## config.mk

```make
export PLATFORM = sky130hd
export DESIGN_NAME = bcd_score_keeper
export DESIGN_NICKNAME = d
export VERILOG_FILES = /design/src/rtl/score_pkg.sv /design/src/rtl/seg7_decode.sv /design/src/rtl/bcd_score_keeper.sv
export SDC_FILE = /design/constraint.sdc
export NUM_CORES = 1
export LEC_CHECK = 0
export ABC_AREA = 1
export BUFFER_PORTS_ARGS = -buffer_cell sky130_fd_sc_hd__buf_2
export CORE_UTILIZATION = 30
export CTS_CLUSTER_DIAMETER = 30
export DETAILED_ROUTE_END_ITERATION = 6
export PLACE_DENSITY = 0.53
export SYNTH_ARGS = -nofsm -noshare
export SYNTH_HDL_FRONTEND = slang
export SYNTH_HIERARCHICAL = 1
export SYNTH_SLANG_ARGS = --single-unit
```

## constraint.sdc

```tcl
create_clock -name clk -period 6.55 [get_ports clk]
set_clock_uncertainty 0.1 [all_clocks]
set_input_delay 0.3275 -clock clk [delete_from_list [all_inputs] [get_ports clk]]
set_output_delay 0.3275 -clock clk [all_outputs]
set_load 0.05 [all_outputs]
```

## src/rtl/score_pkg.sv

```systemverilog
// Shared types and constants for the BCD score keeper: digit type and
// active-low gfe_dcba seven-segment patterns.
package score_pkg;

  localparam int unsigned MAX_DIGITS = 8;
  localparam int unsigned DIGIT_W    = 4;
  localparam int unsigned SEG_W      = 7;

  typedef logic [DIGIT_W-1:0] bcd_digit_t;

  localparam logic [SEG_W-1:0] SEG_BLANK = 7'b111_1111;

  localparam logic [SEG_W-1:0] SEG_LUT [10] = '{
    7'b100_0000,  // 0
    7'b111_1001,  // 1
    7'b010_0100,  // 2
    7'b011_0000,  // 3
    7'b001_1001,  // 4
    7'b001_0010,  // 5
    7'b000_0010,  // 6
    7'b111_1000,  // 7
    7'b000_0000,  // 8
    7'b001_0000   // 9
  };

endpackage

```

## src/rtl/seg7_decode.sv

```systemverilog
// One BCD digit to active-low seven-segment pattern; blank or non-decimal
// codes give an all-off pattern.
module seg7_decode
  import score_pkg::*;
(
  input  bcd_digit_t       digit,
  input  logic             blank,
  output logic [SEG_W-1:0] seg
);

  always_comb begin
    seg = SEG_BLANK;
    if (!blank && (digit <= 4'd9)) begin
      seg = SEG_LUT[digit];
    end
  end

endmodule

```

## src/rtl/bcd_score_keeper.sv

```systemverilog
// N-digit BCD score accumulator with bonus add, wrap/saturate overflow,
// end-of-game high-score capture and per-digit seven-segment outputs.
module bcd_score_keeper
  import score_pkg::*;
#(
  parameter int unsigned DIGITS    = 4,
  parameter bit          SATURATE  = 1'b0,
  parameter bit          BLANK_LZ  = 1'b1,
  parameter bit          TICK_EDGE = 1'b1
) (
  input  logic                  clk,
  input  logic                  reset_n,
  input  logic                  clear,
  input  logic                  run,
  input  logic                  tick,
  input  logic                  bonus_valid,
  input  logic [3:0]            bonus_val,
  output logic [4*DIGITS-1:0]   score_bcd,
  output logic [4*DIGITS-1:0]   high_bcd,
  output logic [7*DIGITS-1:0]   segments,
  output logic                  overflow,
  output logic                  new_high
);

  localparam int unsigned W = DIGIT_W * DIGITS;
  localparam logic [W-1:0] ALL_NINES = {DIGITS{4'h9}};

  logic         tick_evt;
  logic [3:0]   bonus_amt;
  logic [3:0]   amt;
  logic [W-1:0] add_score;
  logic         carry_out;
  logic [DIGITS-1:0] gt_at;
  logic         score_gt_high;
  logic [DIGITS-1:0] lz_blank;
  logic         run_q;

  // Tick source: synchronised rising edge, or a synchronous pulse used as-is
  if (TICK_EDGE) begin : g_tick_sync
    logic sync_1, sync_2, sync_q;
    always_ff @(posedge clk or negedge reset_n) begin
      if (!reset_n) begin
        sync_1 <= 1'b0;
        sync_2 <= 1'b0;
        sync_q <= 1'b0;
      end else begin
        sync_1 <= tick;
        sync_2 <= sync_1;
        sync_q <= sync_2;
      end
    end
    assign tick_evt = sync_2 & ~sync_q;
  end else begin : g_tick_pulse
    assign tick_evt = tick;
  end

  assign bonus_amt = (bonus_val > 4'd9) ? 4'd9 : bonus_val;
  assign amt       = 4'(tick_evt) + (bonus_valid ? bonus_amt : 4'd0);

  // Single-cycle ripple carry; only digit 0 sees amt, which can reach 10
  for (genvar i = 0; i < DIGITS; i++) begin : g_add
    logic [4:0] sum;
    logic       co;
    if (i == 0) begin : g_lsd
      assign sum = 5'(score_bcd[3:0]) + 5'(amt);
    end else begin : g_upper
      assign sum = 5'(score_bcd[4*i +: 4]) + 5'(g_add[i-1].co);
    end
    assign co = (sum >= 5'd10);
    assign add_score[4*i +: 4] = co ? 4'(sum - 5'd10) : sum[3:0];
  end

  assign carry_out = g_add[DIGITS-1].co;

  // MSD-first compare: digit i decides when every digit above it is equal
  for (genvar i = 0; i < DIGITS; i++) begin : g_cmp
    if (i == DIGITS - 1) begin : g_top
      assign gt_at[i] = score_bcd[4*i +: 4] > high_bcd[4*i +: 4];
    end else begin : g_low
      assign gt_at[i] = (score_bcd[W-1:4*(i+1)] == high_bcd[W-1:4*(i+1)]) &&
                        (score_bcd[4*i +: 4] > high_bcd[4*i +: 4]);
    end
  end

  assign score_gt_high = |gt_at;

  // Leading-zero blanking never applies to digit 0
  for (genvar i = 0; i < DIGITS; i++) begin : g_lz
    if (i == 0) begin : g_lsd
      assign lz_blank[i] = 1'b0;
    end else begin : g_upper
      assign lz_blank[i] = BLANK_LZ && (score_bcd[W-1:4*i] == '0);
    end
  end

  for (genvar i = 0; i < DIGITS; i++) begin : g_seg
    seg7_decode u_seg (
      .digit (score_bcd[4*i +: 4]),
      .blank (lz_blank[i]),
      .seg   (segments[7*i +: 7])
    );
  end

  // Score, overflow and high-score registers
  always_ff @(posedge clk or negedge reset_n) begin
    if (!reset_n) begin
      score_bcd <= '0;
      high_bcd  <= '0;
      overflow  <= 1'b0;
      new_high  <= 1'b0;
      run_q     <= 1'b0;
    end else begin
      run_q    <= run;
      new_high <= 1'b0;
      if (clear) begin
        score_bcd <= '0;
        overflow  <= 1'b0;
      end else if (run) begin
        if (carry_out) begin
          overflow  <= 1'b1;
          score_bcd <= SATURATE ? ALL_NINES : add_score;
        end else begin
          score_bcd <= add_score;
        end
      end
      if (run_q && !run && score_gt_high) begin
        high_bcd <= score_bcd;
        new_high <= 1'b1;
      end
    end
  end

endmodule

```

**Yosys cells after proc, flatten, opt, wreduce, memory -nomap -nowiden**

Memory sizes are Yosys's and may differ from the RTL's.
Index checks and enable logic that the tools add are counted.

- Register bits: 38
- ROM bits: 448
- Output and inout bits: 62
- Word-level logic and storage cells: 90
- Memories kept: 4

Memories:

| memory | words | width | read ports | clocked after Yosys merged registers in | write ports | RTL line | source |
|---|---|---|---|---|---|---|---|
| (name not given) | 16 | 7 | 1 | 0 | 0 | seg7_decode.sv:14 | `seg = SEG_LUT[digit];` |
| (name not given) | 16 | 7 | 1 | 0 | 0 | seg7_decode.sv:14 |  |
| (name not given) | 16 | 7 | 1 | 0 | 0 | seg7_decode.sv:14 |  |
| (name not given) | 16 | 7 | 1 | 0 | 0 | seg7_decode.sv:14 |  |

- $add $sub $neg: 9
- Order comparisons: 17
- Equal/unequal tests: 3
- Multiplexer cells: 24
- Bitwise logic cells: 6
- Reductions and logical operators: 19

Operators with widths:

| cell | number |
|---|---|
| $mux W7 | 12 |
| $mux W16 | 2 |
| $mux W4 | 6 |
| $ge A5 B4 Y1 const B | 4 |
| $ge A5 B5 Y1 const B | 4 |
| $not A4 Y5 | 4 |
| $gt A4 B4 Y1 | 4 |
| $le A4 B4 Y1 const B | 4 |
| $sub A4 B4 Y4 const B | 4 |
| $add A4 B1 Y5 | 3 |
| $eq A12 B12 Y1 | 1 |
| $logic_not A12 Y1 | 1 |
| $eq A8 B8 Y1 | 1 |
| $logic_and A1 B1 Y1 | 8 |
| $logic_not A8 Y1 | 1 |
| $add A4 B4 Y5 | 1 |
| $add A1 B4 Y4 | 1 |
| $eq A4 B4 Y1 | 1 |
| $gt A4 B4 Y1 const B | 1 |
| $logic_not A1 Y1 | 4 |
| $logic_not A4 Y1 | 1 |
| $mux W1 | 4 |
| $reduce_bool A2 Y1 | 2 |
| $reduce_or A4 Y1 | 1 |
| other kinds (3) | 3 |

**Logic depth before layout (Yosys ltp)**

- Depth after elaboration: 15
- Mapped depth: 41

**Modules after synthesis**

Netlist, hierarchy kept.

Modules (own cells, without submodules):

| module | times used | cells each | area each (um2) |
|---|---|---|---|
| bcd_score_keeper | 1 | 347 | 2,632.5 |
| seg7_decode | 4 | 40 | 240.2 |

**Worst setup path before layout**

Ideal clock, no wire load.

- Path type: input port to flip-flop
- Start point: input port bonus_val[1]
- End point: register overflow
- Setup time: 0.120 ns
- Arrival time: 5.451 ns
- Required time: 6.330 ns
- Setup slack: 0.880 ns
- Cell stages on the path: 37
- Path buffers: 0
- Path through: nor2_1 nor2_1 o21a_1 ha_1 ha_1 inv_1 fa_1 or2_2 and2_1 ha_1 nand2_1 nand3_1 nand2_1 ha_1 ha_1 xnor2_1 ha_1 nand2_1 nand2_1 nand2_1 ha_1 ha_1 xnor2_1 ha_1 nand2_1 nand2_1 nand2_1 ha_1 ha_1 inv_1 nand2_1 nand2_1 nand2_1 o21ai_2 nand2_1 a21oi_1 nor2_1

- Word-level cells in the longest chain between the ends: 14

RTL lines:

| what | RTL line | source |
|---|---|---|
| start, declared | bcd_score_keeper.sv:17 | `input logic [3:0] bonus_val,` |
| $gt A4 B4 Y1 | bcd_score_keeper.sv:57 | `assign bonus_amt = (bonus_val > 4'd9) ? 4'd9 : bonus_val;` |
| $mux W4 * | bcd_score_keeper.sv:57 |  |
| $mux W4 * | bcd_score_keeper.sv:58 | `assign amt = 4'(tick_evt) + (bonus_valid ? bonus_amt : 4'd0);` |
| $add A1 B4 Y4 * | bcd_score_keeper.sv:58 |  |
| $add A4 B4 Y5 * | bcd_score_keeper.sv:65 | `assign sum = 5'(score_bcd[3:0]) + 5'(amt);` |
| $ge A5 B4 Y1 * | bcd_score_keeper.sv:69 | `assign co = (sum >= 5'd10);` |
| $add A4 B1 Y5 * | bcd_score_keeper.sv:67 | `assign sum = 5'(score_bcd[4*i +: 4]) + 5'(g_add[i-1].co);` |
| $ge A5 B4 Y1 * | bcd_score_keeper.sv:69 |  |
| $add A4 B1 Y5 * | bcd_score_keeper.sv:67 |  |
| $ge A5 B4 Y1 * | bcd_score_keeper.sv:69 |  |
| $add A4 B1 Y5 * | bcd_score_keeper.sv:67 |  |
| $ge A5 B4 Y1 * | bcd_score_keeper.sv:69 |  |
| $reduce_bool A2 Y1 (no line) * | n/a |  |
| $reduce_and A2 Y1 (no line) * | n/a |  |
| end signal, assigned | bcd_score_keeper.sv:109 | `overflow <= 1'b0;` |
| end signal, assigned | bcd_score_keeper.sv:117 | `overflow <= 1'b0;` |
| end signal, assigned | bcd_score_keeper.sv:120 | `overflow <= 1'b1;` |
| end, declared | bcd_score_keeper.sv:21 | `output logic overflow,` |

Every way passes the cells marked *; elsewhere a longest branch is shown, timed or not.
A chain may end at the register's enable or synchronous reset.

**Worst setup path in the final report**

- Start point: register g_tick_sync.sync_2
- End point: register score_bcd[14]

- Word-level cells in the longest chain between the ends: 13
- Elaborated cells between the ends (all ways): 14
- Classes of those cells: add/sub: 6; order compare: 4; mux: 3; bitwise: 1

RTL lines:

| what | RTL line | source |
|---|---|---|
| start, declared | bcd_score_keeper.sv:40 | `logic sync_1, sync_2, sync_q;` |
| start signal, assigned | bcd_score_keeper.sv:48 | `sync_2 <= sync_1;` |
| $and A1 B1 Y1 * | bcd_score_keeper.sv:52 | `assign tick_evt = sync_2 & ~sync_q;` |
| $add A1 B4 Y4 * | bcd_score_keeper.sv:58 |  |
| $add A4 B4 Y5 * | bcd_score_keeper.sv:65 |  |
| $ge A5 B4 Y1 * | bcd_score_keeper.sv:69 |  |
| $add A4 B1 Y5 * | bcd_score_keeper.sv:67 |  |
| $ge A5 B4 Y1 * | bcd_score_keeper.sv:69 |  |
| $add A4 B1 Y5 * | bcd_score_keeper.sv:67 |  |
| $ge A5 B4 Y1 * | bcd_score_keeper.sv:69 |  |
| $add A4 B1 Y5 * | bcd_score_keeper.sv:67 |  |
| $sub A4 B4 Y4 / $ge A5 B4 Y1 (equally long branches) | bcd_score_keeper.sv:70, bcd_score_keeper.sv:69 |  |
| $mux W4 * | bcd_score_keeper.sv:70 | `assign add_score[4*i +: 4] = co ? 4'(sum - 5'd10) : sum[3:0];` |
| $mux W16 * | bcd_score_keeper.sv:118 | `end else if (run) begin` |
| $mux W16 * | bcd_score_keeper.sv:115 | `if (clear) begin` |
| end signal, assigned | bcd_score_keeper.sv:121 | `score_bcd <= SATURATE ? ALL_NINES : add_score;` |
| end signal, assigned | bcd_score_keeper.sv:123 | `score_bcd <= add_score;` |
| end, declared | bcd_score_keeper.sv:18 | `output logic [4*DIGITS-1:0] score_bcd,` |

Every way passes the cells marked *; elsewhere a longest branch is shown, timed or not. The select of a mux whose other input is x is not followed.

==> flow_metrics.env <==
export IMPL_cp_start_kind="flop"
export IMPL_cp_slowest_cell="fa_1"
export IMPL_die_area_sq_um=12400
export IMPL_cts_buffer_depth=2
export IMPL_core_area_sq_um=11600
export IMPL_wl_per_cell_um=11.9
export IMPL_ys_types=34
export IMPL_clock_latency_ns=0.28
export IMPL_ys_ff_latch=38
export IMPL_worst_path_max_fanout=3
export IMPL_syn_area_sq_um=3590
export IMPL_violations="design-rule violations"
export IMPL_die_x_um=111
export IMPL_drc=9
export IMPL_cts_made_buffers=5
export IMPL_critPathKind="flop to flop"
export IMPL_io_pins=72
export IMPL_nets=641
export IMPL_yosys_area_top_type="dfrtp_1"
export IMPL_clockRootBuffer="clkbuf_16"
export IMPL_yosysWarnings=6
export IMPL_fin_hold_ws_ns=0.0438
export IMPL_reg2reg_to="score_bcd[14]$_DFFE_PN0P_"
export IMPL_synth_net_count=570
export IMPL_synthTopCellsByArea="dfrtp_1 (26%), ha_1 (18%), nand2_1 (14%)"
export IMPL_maxCapViolCount=0
export IMPL_worst_ep_arrival_time_ns=6.15
export IMPL_synth_top_cell_area_share_pct=26.5
export IMPL_min_path_type="input pin to flop"
export IMPL_drive_gt1_share_pct=20.7
export IMPL_total_power_mw=1.51
export IMPL_via_per_inst=4.60
export IMPL_dr_pass1_iters=7
export IMPL_ant_nets=0
export IMPL_wl_um=8580
export IMPL_final_setup_viol_count=0
export IMPL_tightest_slew_ns=1.14
export IMPL_leakagePower_nw=2.31
export IMPL_endpoint_kind="flop"
export IMPL_async_flop_share_pct=100
export IMPL_cp_startpoint="g_tick_sync.sync_2$_DFF_PN0_"
export IMPL_r2r_slack_ns=0.52
export IMPL_synthCells=507
export IMPL_path_clk_slew_ns=0.06
export IMPL_endpoint="score_bcd[14]$_DFFE_PN0P_"
export IMPL_rows=39
export IMPL_stdcell_count=722
export IMPL_gp_congestion=0.862
export IMPL_htree_levels=2
export IMPL_post_cts_setup_buffers=0
export IMPL_ir_drop_mv=0.157
export IMPL_cpPeakStageDelay_ns=0.42
export IMPL_cts_resized_gates=0
export IMPL_cts_hold_buf=0
export IMPL_fmax_mhz=166
export IMPL_diodes=0
export IMPL_cts_tree="built"
export IMPL_hold_violations=0
export IMPL_avgSynthCellArea_sq_um=7.09
export IMPL_rsz0062_at_grt="no"
export IMPL_cts_sinks=38
export IMPL_yosysSeqAreaShare_pct=26.5
export IMPL_synth_flop_cell="dfrtp_1"
export IMPL_grt_usage_pct=14.4
export IMPL_path_common_cell="nand2_1"
export IMPL_port_buffers=71
export IMPL_post_route_period_util_pct=92.0
export IMPL_relSlewSlack_pct=23.6
export IMPL_vias=3321
export IMPL_pwr_density_cell_nw_per_um2=355
export IMPL_placed_cells=714
export IMPL_synth_most_common_cell="nand2_1"
export IMPL_finalSetupTns_ns=0
export IMPL_drv_slew=0
export IMPL_r2r_start="g_tick_sync.sync_2$_DFF_PN0_"
export IMPL_fillers=1205
export IMPL_die_y_um=111
export IMPL_crit_required_ns=6.67
export IMPL_area_growth_pct=18.8
export IMPL_synth_edf_count=0
export IMPL_antenna_found_initial=0
export IMPL_grt_max_degree=39
export IMPL_status="finished with violations"
export IMPL_grt_pass1_vias=3053
export IMPL_dp_hpwl_um=6420
export IMPL_start_util_pct=31.1
export IMPL_finalCriticalPeriod_ns=6.03
export IMPL_synthTopCellsByCount="nand2_1 (133), nand3_1 (97), inv_1 (79)"
export IMPL_grt_overflow=0
export IMPL_reg2regPathDepth=37
export IMPL_grt_pass1_wl_um=14600
export IMPL_drtIter0Drc=146
## layout by cell type (no fill, tap or decap), types with 2 or more instances in the layout
cell type and n:
nand2_1 133, nand3_1 97, inv_1 79, buf_2 71
ha_1 52, dfrtp_1 38, nand2_2 17, nor2_1 16
o21ai_0 11, inv_2 10, xor2_1 5, a21oi_1 5
clkbuf_16 5, o211ai_1 4, nand3_4 4, or2_1 4
o21a_1 2, nor4_1 2, and2_1 2, a21oi_2 2
nand2_4 2, bufinv_16 2, buf_4 2
## cell families after synthesis
kind of cell             Yosys count  synth area share [%]
AO/OA/AOI/OAI                     26                  4.42
adder cells (fa/ha/maj)           53                  18.7
buffers and inverters             99                  11.6
flip-flops                        38                  26.5
AND/OR/NAND/NOR                  283                  37.0
other                              1                 0.104
XOR/XNOR                           7                  1.71
## state kept, by name (all words and copies together), names as in the netlist
register,flops
high_bcd,16
new_high,1
g_tick_sync.sync_2,1
g_tick_sync.sync_1,1
g_tick_sync.sync_q,1
score_bcd,16
run_q,1
overflow,1
## through the flow
step                      cell area [sq um]  setup WS, ns  util [%]
after floorplan                        3590         0.880         -
after global placement                 4060         0.522      35.1
after detailed placement               4060         0.226      35.1
after CTS                              4260         0.459      36.9
after global routing                   4270        0.0232      36.9
final                                  4270         0.521      36.9
## power by group
part,leakage [nW],internal (mW),switching [mW]
registers,0.513,0.268,0.0457
logic,1.70,0.230,0.644
clock network,0.0971,0.229,0.0981
## worst max-delay path, delay by kind of cell (launching register included)
family / cells / cell delay (ns)
adders and majority gates: 12 / 2.87
AOI/OAI and AO/OA: 1 / 0.20
DFF: 1 / 0.37
xor gates and xnor gates: 2 / 0.40
buffers and inverters: 3 / 0.17
and+or+nand+nor: 19 / 1.85
## final cells by class
class / instances / area [sq um] / area share (%)
clock buffer: 6 / 139 / 3.25
timing repair buffer: 73 / 370 / 8.67
tap: 143 / 179 / 4.19
inverter: 90 / 338 / 7.91
sequential: 38 / 951 / 22.3
multi-input combinational: 370 / 2230 / 52.3
clock inverter: 2 / 60.1 / 1.41
## per-layer routing
metal / global-route usage, % / part of all wire (%) / vias up / wire [um]
li1: - / - / 1756 / -
met1: 18.2 / 48 / 1506 / 4100
met2: 24.6 / 48 / 52 / 4080
met3: 2.61 / 3.5 / 7 / 303
met4: 4.68 / 1.2 / 0 / 104
met5: 0 / 0 / - / 0
## worst min path at each step
stage	slack (ns)	end	cells after the start	startpoint
floorplan	-0.07	g_tick_sync.sync_1$_DFF_PN0_	0	reset_n
global placement	0.23	g_tick_sync.sync_2$_DFF_PN0_	0	g_tick_sync.sync_1$_DFF_PN0_
detailed placement	0.24	g_tick_sync.sync_2$_DFF_PN0_	0	g_tick_sync.sync_1$_DFF_PN0_
CTS	0.04	g_tick_sync.sync_1$_DFF_PN0_	1	tick
global route	0.04	g_tick_sync.sync_1$_DFF_PN0_	1	tick
finish	0.04	g_tick_sync.sync_1$_DFF_PN0_	1	tick
No activity file was read; power rests on OpenSTA's default activity.
